$ cat src/rtl/elevator_request_scheduler.sv
// elevator_request_scheduler: latches cabin/hall requests and picks the next target floor in SCAN order
module elevator_request_scheduler #(
  parameter int BUTTONS_WIDTH = 6,
  parameter int FLOOR_W = 3
) (
  input  logic clk,
  input  logic reset,
  input  logic [BUTTONS_WIDTH-1:0] btn_num_in,
  input  logic [BUTTONS_WIDTH-1:0] btn_up_out,
  input  logic [BUTTONS_WIDTH-1:0] btn_down_out,
  input  logic [FLOOR_W-1:0] current_floor,
  input  logic door_open,
  output logic [FLOOR_W-1:0] next_floor,
  output logic req_valid,
  output logic dir,
  output logic [BUTTONS_WIDTH-1:0] pending_in,
  output logic [BUTTONS_WIDTH-1:0] pending_up,
  output logic [BUTTONS_WIDTH-1:0] pending_down
);
  typedef enum logic [1:0] {IDLE, SWEEP_UP, SWEEP_DOWN} state_t;
  localparam logic [BUTTONS_WIDTH-1:0] MASK_UP = {1'b0, {(BUTTONS_WIDTH-1){1'b1}}};
  localparam logic [BUTTONS_WIDTH-1:0] MASK_DN = {{(BUTTONS_WIDTH-1){1'b1}}, 1'b0};
  state_t state, state_nx;
  logic [BUTTONS_WIDTH-1:0] hot, all_req, up_set, dn_set, clr_in, clr_up, clr_dn, in_nx, up_nx, dn_nx;
  logic [FLOOR_W-1:0] ua, da, db, ub, tgt;
  logic above, below, here_up, here_dn, ua_ok, da_ok, db_ok, ub_ok;
  assign all_req = pending_in | pending_up | pending_down;
  assign up_set = pending_in | pending_up;
  assign dn_set = pending_in | pending_down;
  assign here_up = |(up_set & hot);
  assign here_dn = |(dn_set & hot);
  assign dir = state == SWEEP_UP;
  always_comb begin
    hot = '0;
    above = 1'b0;
    below = 1'b0;
    ua_ok = 1'b0;
    da_ok = 1'b0;
    db_ok = 1'b0;
    ub_ok = 1'b0;
    ua = '0;
    da = '0;
    db = '0;
    ub = '0;
    for (int f = 0; f < BUTTONS_WIDTH; f++) begin
      hot[f] = f == int'(current_floor);
      above |= all_req[f] && f > int'(current_floor);
      below |= all_req[f] && f < int'(current_floor);
      if (f > int'(current_floor) && up_set[f] && !ua_ok) begin
        ua_ok = 1'b1;
        ua = FLOOR_W'(f);
      end
      if (f > int'(current_floor) && pending_down[f]) begin
        da_ok = 1'b1;
        da = FLOOR_W'(f);
      end
      if (f < int'(current_floor) && dn_set[f]) begin
        db_ok = 1'b1;
        db = FLOOR_W'(f);
      end
      if (f < int'(current_floor) && pending_up[f] && !ub_ok) begin
        ub_ok = 1'b1;
        ub = FLOOR_W'(f);
      end
    end
  end
  always_comb begin
    state_nx = IDLE;
    if (state == SWEEP_UP)
      state_nx = (above || here_up) ? SWEEP_UP : below ? SWEEP_DOWN : IDLE;
    else if (state == SWEEP_DOWN)
      state_nx = (below || here_dn) ? SWEEP_DOWN : above ? SWEEP_UP : IDLE;
    else
      state_nx = above ? SWEEP_UP : below ? SWEEP_DOWN : IDLE;
  end
  always_comb begin
    clr_in = door_open ? hot : '0;
    clr_up = (door_open && state_nx != SWEEP_DOWN) ? hot : '0;
    clr_dn = (door_open && state_nx != SWEEP_UP) ? hot : '0;
    in_nx = (pending_in | btn_num_in) & ~clr_in;
    up_nx = (pending_up | btn_up_out) & ~clr_up & MASK_UP;
    dn_nx = (pending_down | btn_down_out) & ~clr_dn & MASK_DN;
    tgt = state_nx == SWEEP_UP ? (here_up ? current_floor : ua_ok ? ua : da_ok ? da : current_floor) :
          state_nx == SWEEP_DOWN ? (here_dn ? current_floor : db_ok ? db : ub_ok ? ub : current_floor) :
          current_floor;
  end
  always_ff @(posedge clk or negedge reset) begin
    if (!reset) begin
      state <= IDLE;
      pending_in <= '0;
      pending_up <= '0;
      pending_down <= '0;
      next_floor <= '0;
      req_valid <= 1'b0;
    end else begin
      state <= state_nx;
      pending_in <= in_nx;
      pending_up <= up_nx;
      pending_down <= dn_nx;
      next_floor <= tgt;
      req_valid <= |(in_nx | up_nx | dn_nx);
    end
  end
endmodule

$ cat config.mk
export PLATFORM = sky130hd
export DESIGN_NAME = elevator_request_scheduler
export DESIGN_NICKNAME = d
export VERILOG_FILES = /design/src/rtl/elevator_request_scheduler.sv
export SDC_FILE = /design/constraint.sdc
export NUM_CORES = 1
export LEC_CHECK = 0
export ABC_AREA = 1
export CAP_MARGIN = 10
export CORE_MARGIN = 3
export CORE_UTILIZATION = 45
export CTS_BUF_LIST = sky130_fd_sc_hd__clkbuf_16
export CTS_CLUSTER_SIZE = 30
export DETAILED_ROUTE_END_ITERATION = 7
export GPL_ROUTABILITY_DRIVEN = 1
export HOLD_SLACK_MARGIN = 0.06
export PLACE_DENSITY = 0.75
export SYNTH_ARGS = -nofsm -noshare
export SYNTH_HDL_FRONTEND = slang
export SYNTH_SLANG_ARGS = --single-unit
$ cat constraint.sdc
create_clock -name clk -period 5.1 [get_ports clk]
set_input_delay 0.51 -clock clk [delete_from_list [all_inputs] [get_ports clk]]
set_output_delay 0.51 -clock clk [all_outputs]
set_load 0.02 [all_outputs]
==> run metrics, run 1 <==
switching share of power=28.1%; first-pass GRT wire length=8230 um; Filler cells=350; Final Skew=2.14 ps; Pwr Density=239 mW/mm^2; CTS hold repair buffers=0; YS warnings=0; Seq/Total Area, Yosys=31.5%; # diodes=0; GR Layer Usage met3=4.11%; endpoints failing setup=0; Cell Area, Synth=0.00175 mm^2; Synth Area in Compound Gates=11.6%; maximum vdd drop=0.000194 V; number of synthesized register bits=22; CTS buffer count=3; IO Count=47; RSZ-0062 raised after global routing=false; post-route DRC violation count=0; Simple-Gate Fraction of Synth Area=44.2%; maxcap violations=0; Net Sw Power=0.000153 W; Relative slew margins=32.3%; Hold Path End=pending_in[1]; R2R Path Start=pending_up[0]; Cell Int Power=0.000393 W; GRT overflow=0; power share of the clock group=41.5%; Synth Instances=263; Max Buffers Root-to-Sink=2; largest family of logic cells by synthesized area=simple AND/OR/NAND/NOR gates; pin count of the biggest net entering global routing=23; worst r2r path cells=13; CP top delay family=simple AND/OR/NAND/NOR gates; Fmax=346 MHz; Die X=68.4 um; top post-synthesis cells by area=dfrtp_1, nand2_1, inv_1; CP Max Fanout=12; DIE HEIGHT=68.4 um; CTS tree=done; setup_tns=0 ps; Tcrit/Tclk final=56.7%; Synth top area share=31.5%; mux cell area share after synthesis=0%; hpwl dp=3780 um; clk root buf=clkbuf_16; routed length per placed instance=13.8 um; HP Class=flip-flop to flip-flop; gpl congestion=0.951; met1 usage=32.2%; Slew Viols, Final=0; Starting Density=47.1%; Crit Path Category=primary input to flip-flop; Total GRT Usage=23.6%; die area=0.00467 mm^2; Via Count=1837; hold path cells=2; Mapped Avg Cell Area=6.66 um^2; critical path, cell by cell=clkdlybuf4s50_1, inv_2, nand2_2, nor2_1, nor2_1, nand3_1, nor2_4, nand2_1, nand2_4, nand3_1, nand2_1, nand2_1, nor2_1, nand3_1; Most Used Layer, Global Route=met2; combinational fraction of design power=23.3%; post-CTS setup buffer count=0; Worst-Margin Slew=1010 ps; Synth Area in Adders=0%; FF-to-FF End=req_valid; Flop pwr share=35.2%; total leakage power=1.05 nW; Buf+Inv Stages, Crit Path=2; fin util=61.5%; Final Hold Violating Endpoints=0; final wirelength=4870 um; vias in the first global route=1746; Area Growth Syn to Fin=30.7%; Via density=5.22; critical path required time=5240 ps; outcome=completed; core area=0.00372 mm^2; Worst setup SP type=primary input; post_cts resized=0; register-to-register setup slack=3060 ps; DR pass1 iterations=4; latest clock arrival within the worst-skew pair=260 ps; xor and xnor area share after synthesis=0%; Hold Startpoint=pending_in[1]; Layout Nets=329; std cell rows=22; share of layout cells above drive strength 1=15.5%; crit-path max cell delay=940 ps; Synth cell types=30; critical path arrival=3040 ps; Port Buffers=42; Antenna Nets Post-Route=0; initial antenna violation count=0; Worst path slowest cell=clkdlybuf4s50_1; Crit. End Element=flip-flop; clock transition at the registers of the reported paths=60 ps; M2 GR Usage=38.7%; cell taking the most area after synthesis=dfrtp_1; DRT iter0 DRCs=117; Tmin final=2890 ps; H-tree Lvls=1; clock sink count=22
-- cell families after synthesis --
group	Yosys count
AND/OR/NAND/NOR	157
buffers and inverters	50
AO/OA/AOI/OAI	33
flip-flops	22
other	1
-- state kept, by name, summed over array words and instances (netlist names) --
signal,cells
pending_down,5
next_floor,3
state,2
pending_in,6
pending_up,5
req_valid,1
-- synthesized netlist by cell type --
master	n
nand2_2	9
inv_1	39
nor2_2	3
buf_4	3
conb_1	1
inv_2	4
or2_2	11
nor3_1	3
nand3_2	4
nor2_1	38
dfrtp_1	22
o21ai_0	9
clkbuf_4	1
inv_4	1
a21oi_1	8
nand3_1	17
o21ai_2	1
a21oi_2	1
o211ai_1	3
nor2_4	3
nor3b_1	1
a31oi_1	2
o21ai_1	2
a22oi_1	1
nand2_4	5
nand2_1	58
buf_6	2
nand4_1	5
o22ai_1	5
o21ai_4	1
-- per-layer routing --
layer  up-vias  wire length (um)
met4         0                69
met3         8               358
li1        913                 -
met2        87              2300
met1       829              2150
met5         -                 0
-- worst min-delay path: cells and delay by family, from the launching register on --
family          cells  cell delay, ps
compound gates      1             130
flops               1             400
buf+inv             1              60
-- layout by cell type (no fill, tap or decap), drive strengths merged --
cell type      synthesis  layout
nor2                  44      44
o211ai                 3       3
nand3                 21      21
nor3b                  1       1
nor3                   3       3
nand4                  5       5
inv                   44      44
nand2                 72      72
o22ai                  5       5
a31oi                  2       2
clkbuf                 1       3
bufinv                 0       1
a22oi                  1       1
conb                   1       2
dfrtp                 22      22
a21oi                  9       9
or2                   11      11
clkdlybuf4s50          0      42
o21ai                 13      13
-- layout make-up --
cell class	instances	area (um^2)	share of cell area [%]
sequential	22	551	24.1
clock buffer	3	75.1	3.28
timing repair buffer	42	420	18.4
clock inverter	1	30.0	1.31
tap	48	60.1	2.63
multi-input combinational	192	983	43.0
inverter	44	168	7.33
-- how the worst max path moves through the flow --
stage                     end  slack [ps]             start  cells past startpoint
CTS                 req_valid        2200  current_floor[2]                     14
global route        req_valid        1980  current_floor[2]                     16
floorplan           req_valid        3200  current_floor[0]                     15
detailed placement  req_valid        1950  current_floor[2]                     14
finish              req_valid        2210  current_floor[2]                     14
global placement    req_valid        2010  current_floor[2]                     16
-- power by group through the flow --
stage | logic [W] | clock network, W | registers (W)
floorplan | 0.0000646 | 0 | 0.000205
global placement | 0.000125 | 0 | 0.000195
detailed placement | 0.000126 | 0 | 0.000196
CTS | 0.000127 | 0.000228 | 0.000192
global route | 0.000140 | 0.000236 | 0.000194
finish | 0.000127 | 0.000227 | 0.000192
-- per-stage QoR --
stage	cell area [um^2]	total power (W)	setup WS, ps	hold WS, ps	cells
after floorplan	1750	0.000270	3200	214	264
after global placement	2180	0.000320	2010	584	348
after detailed placement	2180	0.000322	1950	588	348
after CTS	2290	0.000548	2200	605	352
after global routing	2290	0.000570	1980	654	352
final	2290	0.000546	2210	616	352
No activity file was read; power rests on OpenSTA's default activity.
==> inputs of run 2 (changes only) <==
==> constraint.sdc (replaced) <==
create_clock -name clk -period 2.75 [get_ports clk]
set_input_delay 0.275 -clock clk [delete_from_list [all_inputs] [get_ports clk]]
set_output_delay 0.275 -clock clk [all_outputs]
set_load 0.02 [all_outputs]
==> run 2 against run 1 <==
Final cell count increased by 2.8%; sequential power increased by 86%; critical path depth increased by 1; hold slack got worse by 250 ps; via count increased by 0.22%; count of clock-buffer cells in the layout unchanged; non-clock buffer count increased by 10; global-route usage increased by 0.20 points; combinational power increased by 96%; clock skew decreased by 0.92 ps.
==> run metrics, run 2 (synthesis results as in run 1) <==
outcome=completed; Crit Path Category=primary input to flip-flop; post-CTS setup buffer count=0; GR Layer Usage met3=4.27%; Buf+Inv Stages, Crit Path=2; Pwr Density=431 mW/mm^2; endpoints failing setup=0; DRT iter0 DRCs=157; CTS buffer count=3; Tcrit/Tclk final=79.3%; total power=0.00102 W; DR pass1 iterations=4; Area Growth Syn to Fin=35.7%; first-pass GRT wire length=8240 um; maximum vdd drop=0.000335 V; final wirelength=4890 um; clk root buf=clkbuf_16; CTS tree=done; initial antenna violation count=0; Starting Density=47.1%; Final Hold Violating Endpoints=0; largest registers=pending_in: 6 flops, pending_down: 5 flops, pending_up: 5 flops; vias in the first global route=1726; # diodes=0; Worst path slowest cell=clkdlybuf4s50_1; Slew Viols, Final=0; CP Max Fanout=10; FF/Latch Area=551 um^2; commonest cells after routing, fill and taps aside=nand2_1, clkdlybuf4s50_1, inv_1; total leakage power=1.10 nW; critical path required time=2890 ps; setup_tns=0 ps; Tmin final=2180 ps; hpwl dp=3880 um; post-route DRC violation count=0; CP top delay family=simple AND/OR/NAND/NOR gates; gpl congestion=0.966; Port Buffers=42; routed length per placed instance=13.5 um; max reg flops=6; M2 GR Usage=38.0%; Filler cells=347; Layout Nets=339; latest clock arrival within the worst-skew pair=260 ps; Non-Filler Instances=362; pin count of the biggest net entering global routing=23; Most Used Layer, Global Route=met2; std cell rows=22; DIE HEIGHT=68.4 um; post_cts resized=0; Max Buffers Root-to-Sink=2; RSZ-0062 raised after global routing=false; core area=0.00372 mm^2; clock sink count=22; Crit. End Element=flip-flop; share of layout cells above drive strength 1=18.2%; critical path, cell by cell=clkdlybuf4s50_1, buf_4, nand2_4, a21oi_2, nor2_1, nand2_1, nor2_1, nand2_2, nand2_4, nand2_4, nand3_1, nand2_1, nand2_1, nor2_1, nand3_1; met1 usage=32.3%; Fmax=458 MHz; IO Count=47; Biggest register=pending_in; area taken by multi-input logic gates=983 um^2; Via density=5.09; Hold WS=369 ps; GRT overflow=0; commonest non-fill, non-tap cell in the layout=nand2_1; CTS hold repair buffers=0; Worst setup SP type=primary input; Final Skew=1.22 ps; die area=0.00467 mm^2; crit-path max cell delay=630 ps; critical path arrival=2320 ps; fin util=63.9%; Via Count=1841; Antenna Nets Post-Route=0; Die X=68.4 um; maxcap violations=0; Cells after DPL=358; register-to-register setup slack=780 ps; H-tree Lvls=1; clock transition at the registers of the reported paths=60 ps; HP Class=primary input to asynchronous set/reset pin; Total GRT Usage=23.8%
==> run 2: area by class of cell <==
| type | instances | area share, % |
|---|---|---|
| clock buffer | 3 | 3.16 |
| clock inverter | 1 | 1.26 |
| inverter | 44 | 7.06 |
| multi-input combinational | 192 | 41.4 |
| sequential | 22 | 23.2 |
| tap | 48 | 2.53 |
| timing repair buffer | 52 | 21.4 |
==> run 2: through the flow <==
stage                     setup WS [ps]  instance area, um^2
after floorplan                     962                 1750
after global placement              310                 2270
after detailed placement            290                 2270
after CTS                           558                 2370
after global routing                349                 2370
final                               569                 2370
==> run 2: worst paths after layout <==
kind | from | end | depth (start not counted)
max in group asynchronous | reset | pending_in[5] | 2
hold reg to reg | pending_up[4] | pending_up[4] | 3
hold / removal | reset | next_floor[0] | 2
setup reg to reg | pending_up[0] | req_valid | 13
min in group clk | pending_up[4] | pending_up[4] | 3
setup / recovery | current_floor[2] | req_valid | 15
==> run 2: where the power goes <==
group | switching (W) | internal [W] | total [W] | leakage (nW)
clock network | 0.000128 | 0.000289 | 0.000417 | 0.0511
logic | 0.000139 | 0.000109 | 0.000249 | 0.838
registers | 0.0000158 | 0.000341 | 0.000357 | 0.214
==> run 2: metal layers <==
metal  vias up  wire length [um]
met5         -                 0
met4         0               116
met3        14               266
met2        63              2340
met1       838              2170
li1        926                 -
==> inputs of run 3 (changes only) <==
--- a/config.mk
+++ b/config.mk
@@ -8,13 +8,13 @@
 export ABC_AREA = 1
 export CAP_MARGIN = 10
 export CORE_MARGIN = 3
-export CORE_UTILIZATION = 45
+export CORE_UTILIZATION = 44
 export CTS_BUF_LIST = sky130_fd_sc_hd__clkbuf_16
 export CTS_CLUSTER_SIZE = 30
 export DETAILED_ROUTE_END_ITERATION = 7
 export GPL_ROUTABILITY_DRIVEN = 1
 export HOLD_SLACK_MARGIN = 0.06
-export PLACE_DENSITY = 0.75
+export PLACE_DENSITY = 0.77
 export SYNTH_ARGS = -nofsm -noshare
 export SYNTH_HDL_FRONTEND = slang
 export SYNTH_SLANG_ARGS = --single-unit
==> constraint.sdc (replaced) <==
create_clock -name clk -period 2 [get_ports clk]
set_input_delay 0.2 -clock clk [delete_from_list [all_inputs] [get_ports clk]]
set_output_delay 0.2 -clock clk [all_outputs]
set_load 0.02 [all_outputs]
==> run 3 against run 2 <==
Final cell count is 13% higher; setup slack got worse by 450 ps; count of clock-buffer cells in the layout did not move; critical endpoint unchanged; sequential power up 36%; clock skew grew 2.9 ps; combinational power rose by 74%; hold slack got worse by 71 ps.
==> run metrics, run 3 (synthesis results as in run 1) <==
post-route DRC violation count=0; worst r2r path cells=14; gpl congestion=0.951; std cell rows=22; IO Count=47; die area=0.00477 mm^2; worst setup path start=pending_up[4]; clk root buf=clkbuf_16; max reg flops=6; routed length per placed instance=13.8 um; Max Buffers Root-to-Sink=2; register-to-register setup slack=120 ps; Area Growth Syn to Fin=57.7%; Port Buffers=42; R2R Path Start=pending_up[4]; DRT iter0 DRCs=101; Tcrit/Tclk final=94.1%; met1 usage=31.9%; commonest non-fill, non-tap cell in the layout=nand2_1; CTS buffer count=3; Via Count=2009; Crit. End Element=flip-flop; Final Hold Violating Endpoints=0; power share of the clock group=38.6%; CTS tree=done; clock transition at the registers of the reported paths=70 ps; share of layout cells above drive strength 1=30.7%; Starting Density=46.8%; Worst setup SP type=flip-flop; DR pass1 iterations=4; Antenna Nets Post-Route=0; critical path required time=2130 ps; Slew Viols, Final=0; Flop pwr share=32.5%; maxcap violations=0; RSZ-0062 raised after global routing=true; switching share of power=27.9%; Via density=4.91; vias in the first global route=2052; placed cell areas=0.00260 mm^2; FF-to-FF End=req_valid; Crit Path Category=flip-flop to flip-flop; combinational fraction of design power=28.9%; largest registers=pending_in: 6 flops, pending_down: 5 flops, pending_up: 5 flops; GRT overflow=0; total leakage power=1.35 nW; Total GRT Usage=24.2%; GR Layer Usage met3=4.52%; HP Class=primary input to asynchronous set/reset pin; core area=0.00374 mm^2; latest clock arrival within the worst-skew pair=260 ps; maximum vdd drop=0.000321 V; Filler cells=326; CP endpoint=req_valid; M2 GR Usage=39.9%; outcome=completed; pin count of the biggest net entering global routing=23; Most Used Layer, Global Route=met2; Layout Nets=386; final wirelength=5660 um; Net Sw Power=0.000417 W; commonest cells after routing, fill and taps aside=nand2_1, buf_4, inv_1, clkdlybuf4s50_1, nor2_1; Biggest register=pending_in; Final Skew=4.09 ps; first-pass GRT wire length=9520 um; initial antenna violation count=0; clock sink count=22; H-tree Lvls=1; DIE HEIGHT=69.1 um; Finished Cell Area=0.00276 mm^2; Cell Int Power=0.00108 W; CP Max Fanout=6; Pwr Density=542 mW/mm^2; Tmin final=1880 ps; hpwl dp=4520 um; Die X=69.1 um; critical path arrival=2010 ps; endpoints failing setup=0; post-place setup slack=-311 ps; # diodes=0; Fmax=532 MHz; final worst slack=119 ps
[run 3: cell count changes in the layout (fill, tap and decap cells not counted), moves of 2 or more]
| cell | change |
|---|---|
| o21ai_0 | -2 |
| buf_4 | +45 |
| o21ai_1 | +2 |
| nor2_2 | +5 |
| dlygate4sd2_1 | +2 |
| nor2_1 | -5 |
| clkdlybuf4s50_1 | -3 |
[run 3: worst max-delay path: stages (launching register included)]
cell     delay, ps
dfrtp_1        400
inv_1          150
nand2_1        100
nand3_1         90
nand2_1         80
nor2_2         110
nand2_2         80
nand2_2         80
nand2_1         80
nand2_4        100
nand3_1         90
nand2_1        100
nand2_1         70
nor2_1         120
nand3_1        100
[run 3: metrics by stage]
stage | util [%] | instances | total power, W | TNS, ps | hold WS, ps
detailed placement | 69.5 | 402 | 0.000914 | -1950 | 577
global placement | 69.5 | 402 | 0.000908 | -1610 | 578
floorplan | - | 264 | 0.000689 | 0 | -95.6
finish | 73.7 | 409 | 0.00150 | 0 | 298
global route | 73.7 | 409 | 0.00155 | -4.88 | 348
CTS | 72.3 | 406 | 0.00148 | 0 | 306
[run 3: area by class of cell]
| class | count | area [um^2] | area share, % |
|---|---|---|---|
| multi-input combinational | 192 | 1010 | 36.7 |
| timing repair buffer | 99 | 865 | 31.3 |
| sequential | 22 | 551 | 19.9 |
| inverter | 44 | 168 | 6.07 |
| clock buffer | 3 | 75.1 | 2.72 |
| tap | 48 | 60.1 | 2.18 |
| clock inverter | 1 | 30.0 | 1.09 |
[run 3: what timing repair did]
item	CTS	global route
hold buffers	0	0
resized for setup	4	12
setup endpoints to repair	1	5
hold endpoints to repair	0	0
pin swaps	2	11
setup buffers	0	3
[run 3: how the worst min path moves through the flow]
stage               startpoint         endpoint  cells after the start
CTS                      reset    next_floor[2]                      2
finish                   reset  pending_down[5]                      2
global placement         reset    next_floor[0]                      2
detailed placement       reset    next_floor[2]                      2
floorplan                reset    next_floor[0]                      0
global route             reset  pending_down[5]                      2
[run 3: power groups by stage]
stage          logic [W]  registers [W]  clock network, W
5_1_grt         0.000468       0.000491          0.000591
2_1_floorplan   0.000165       0.000524                 0
6_report        0.000433       0.000487          0.000577
4_1_cts         0.000422       0.000487          0.000574
3_5_place_dp    0.000420       0.000495                 0
3_3_place_gp    0.000415       0.000494                 0
[run 3: layer usage]
metal / vias up / wire, um / part of all wire (%)
met3: 16 / 403 / 7.1
met5: - / 0 / 0
met2: 76 / 2650 / 47
met1: 893 / 2480 / 44
li1: 1024 / - / -
met4: 0 / 125 / 2.2
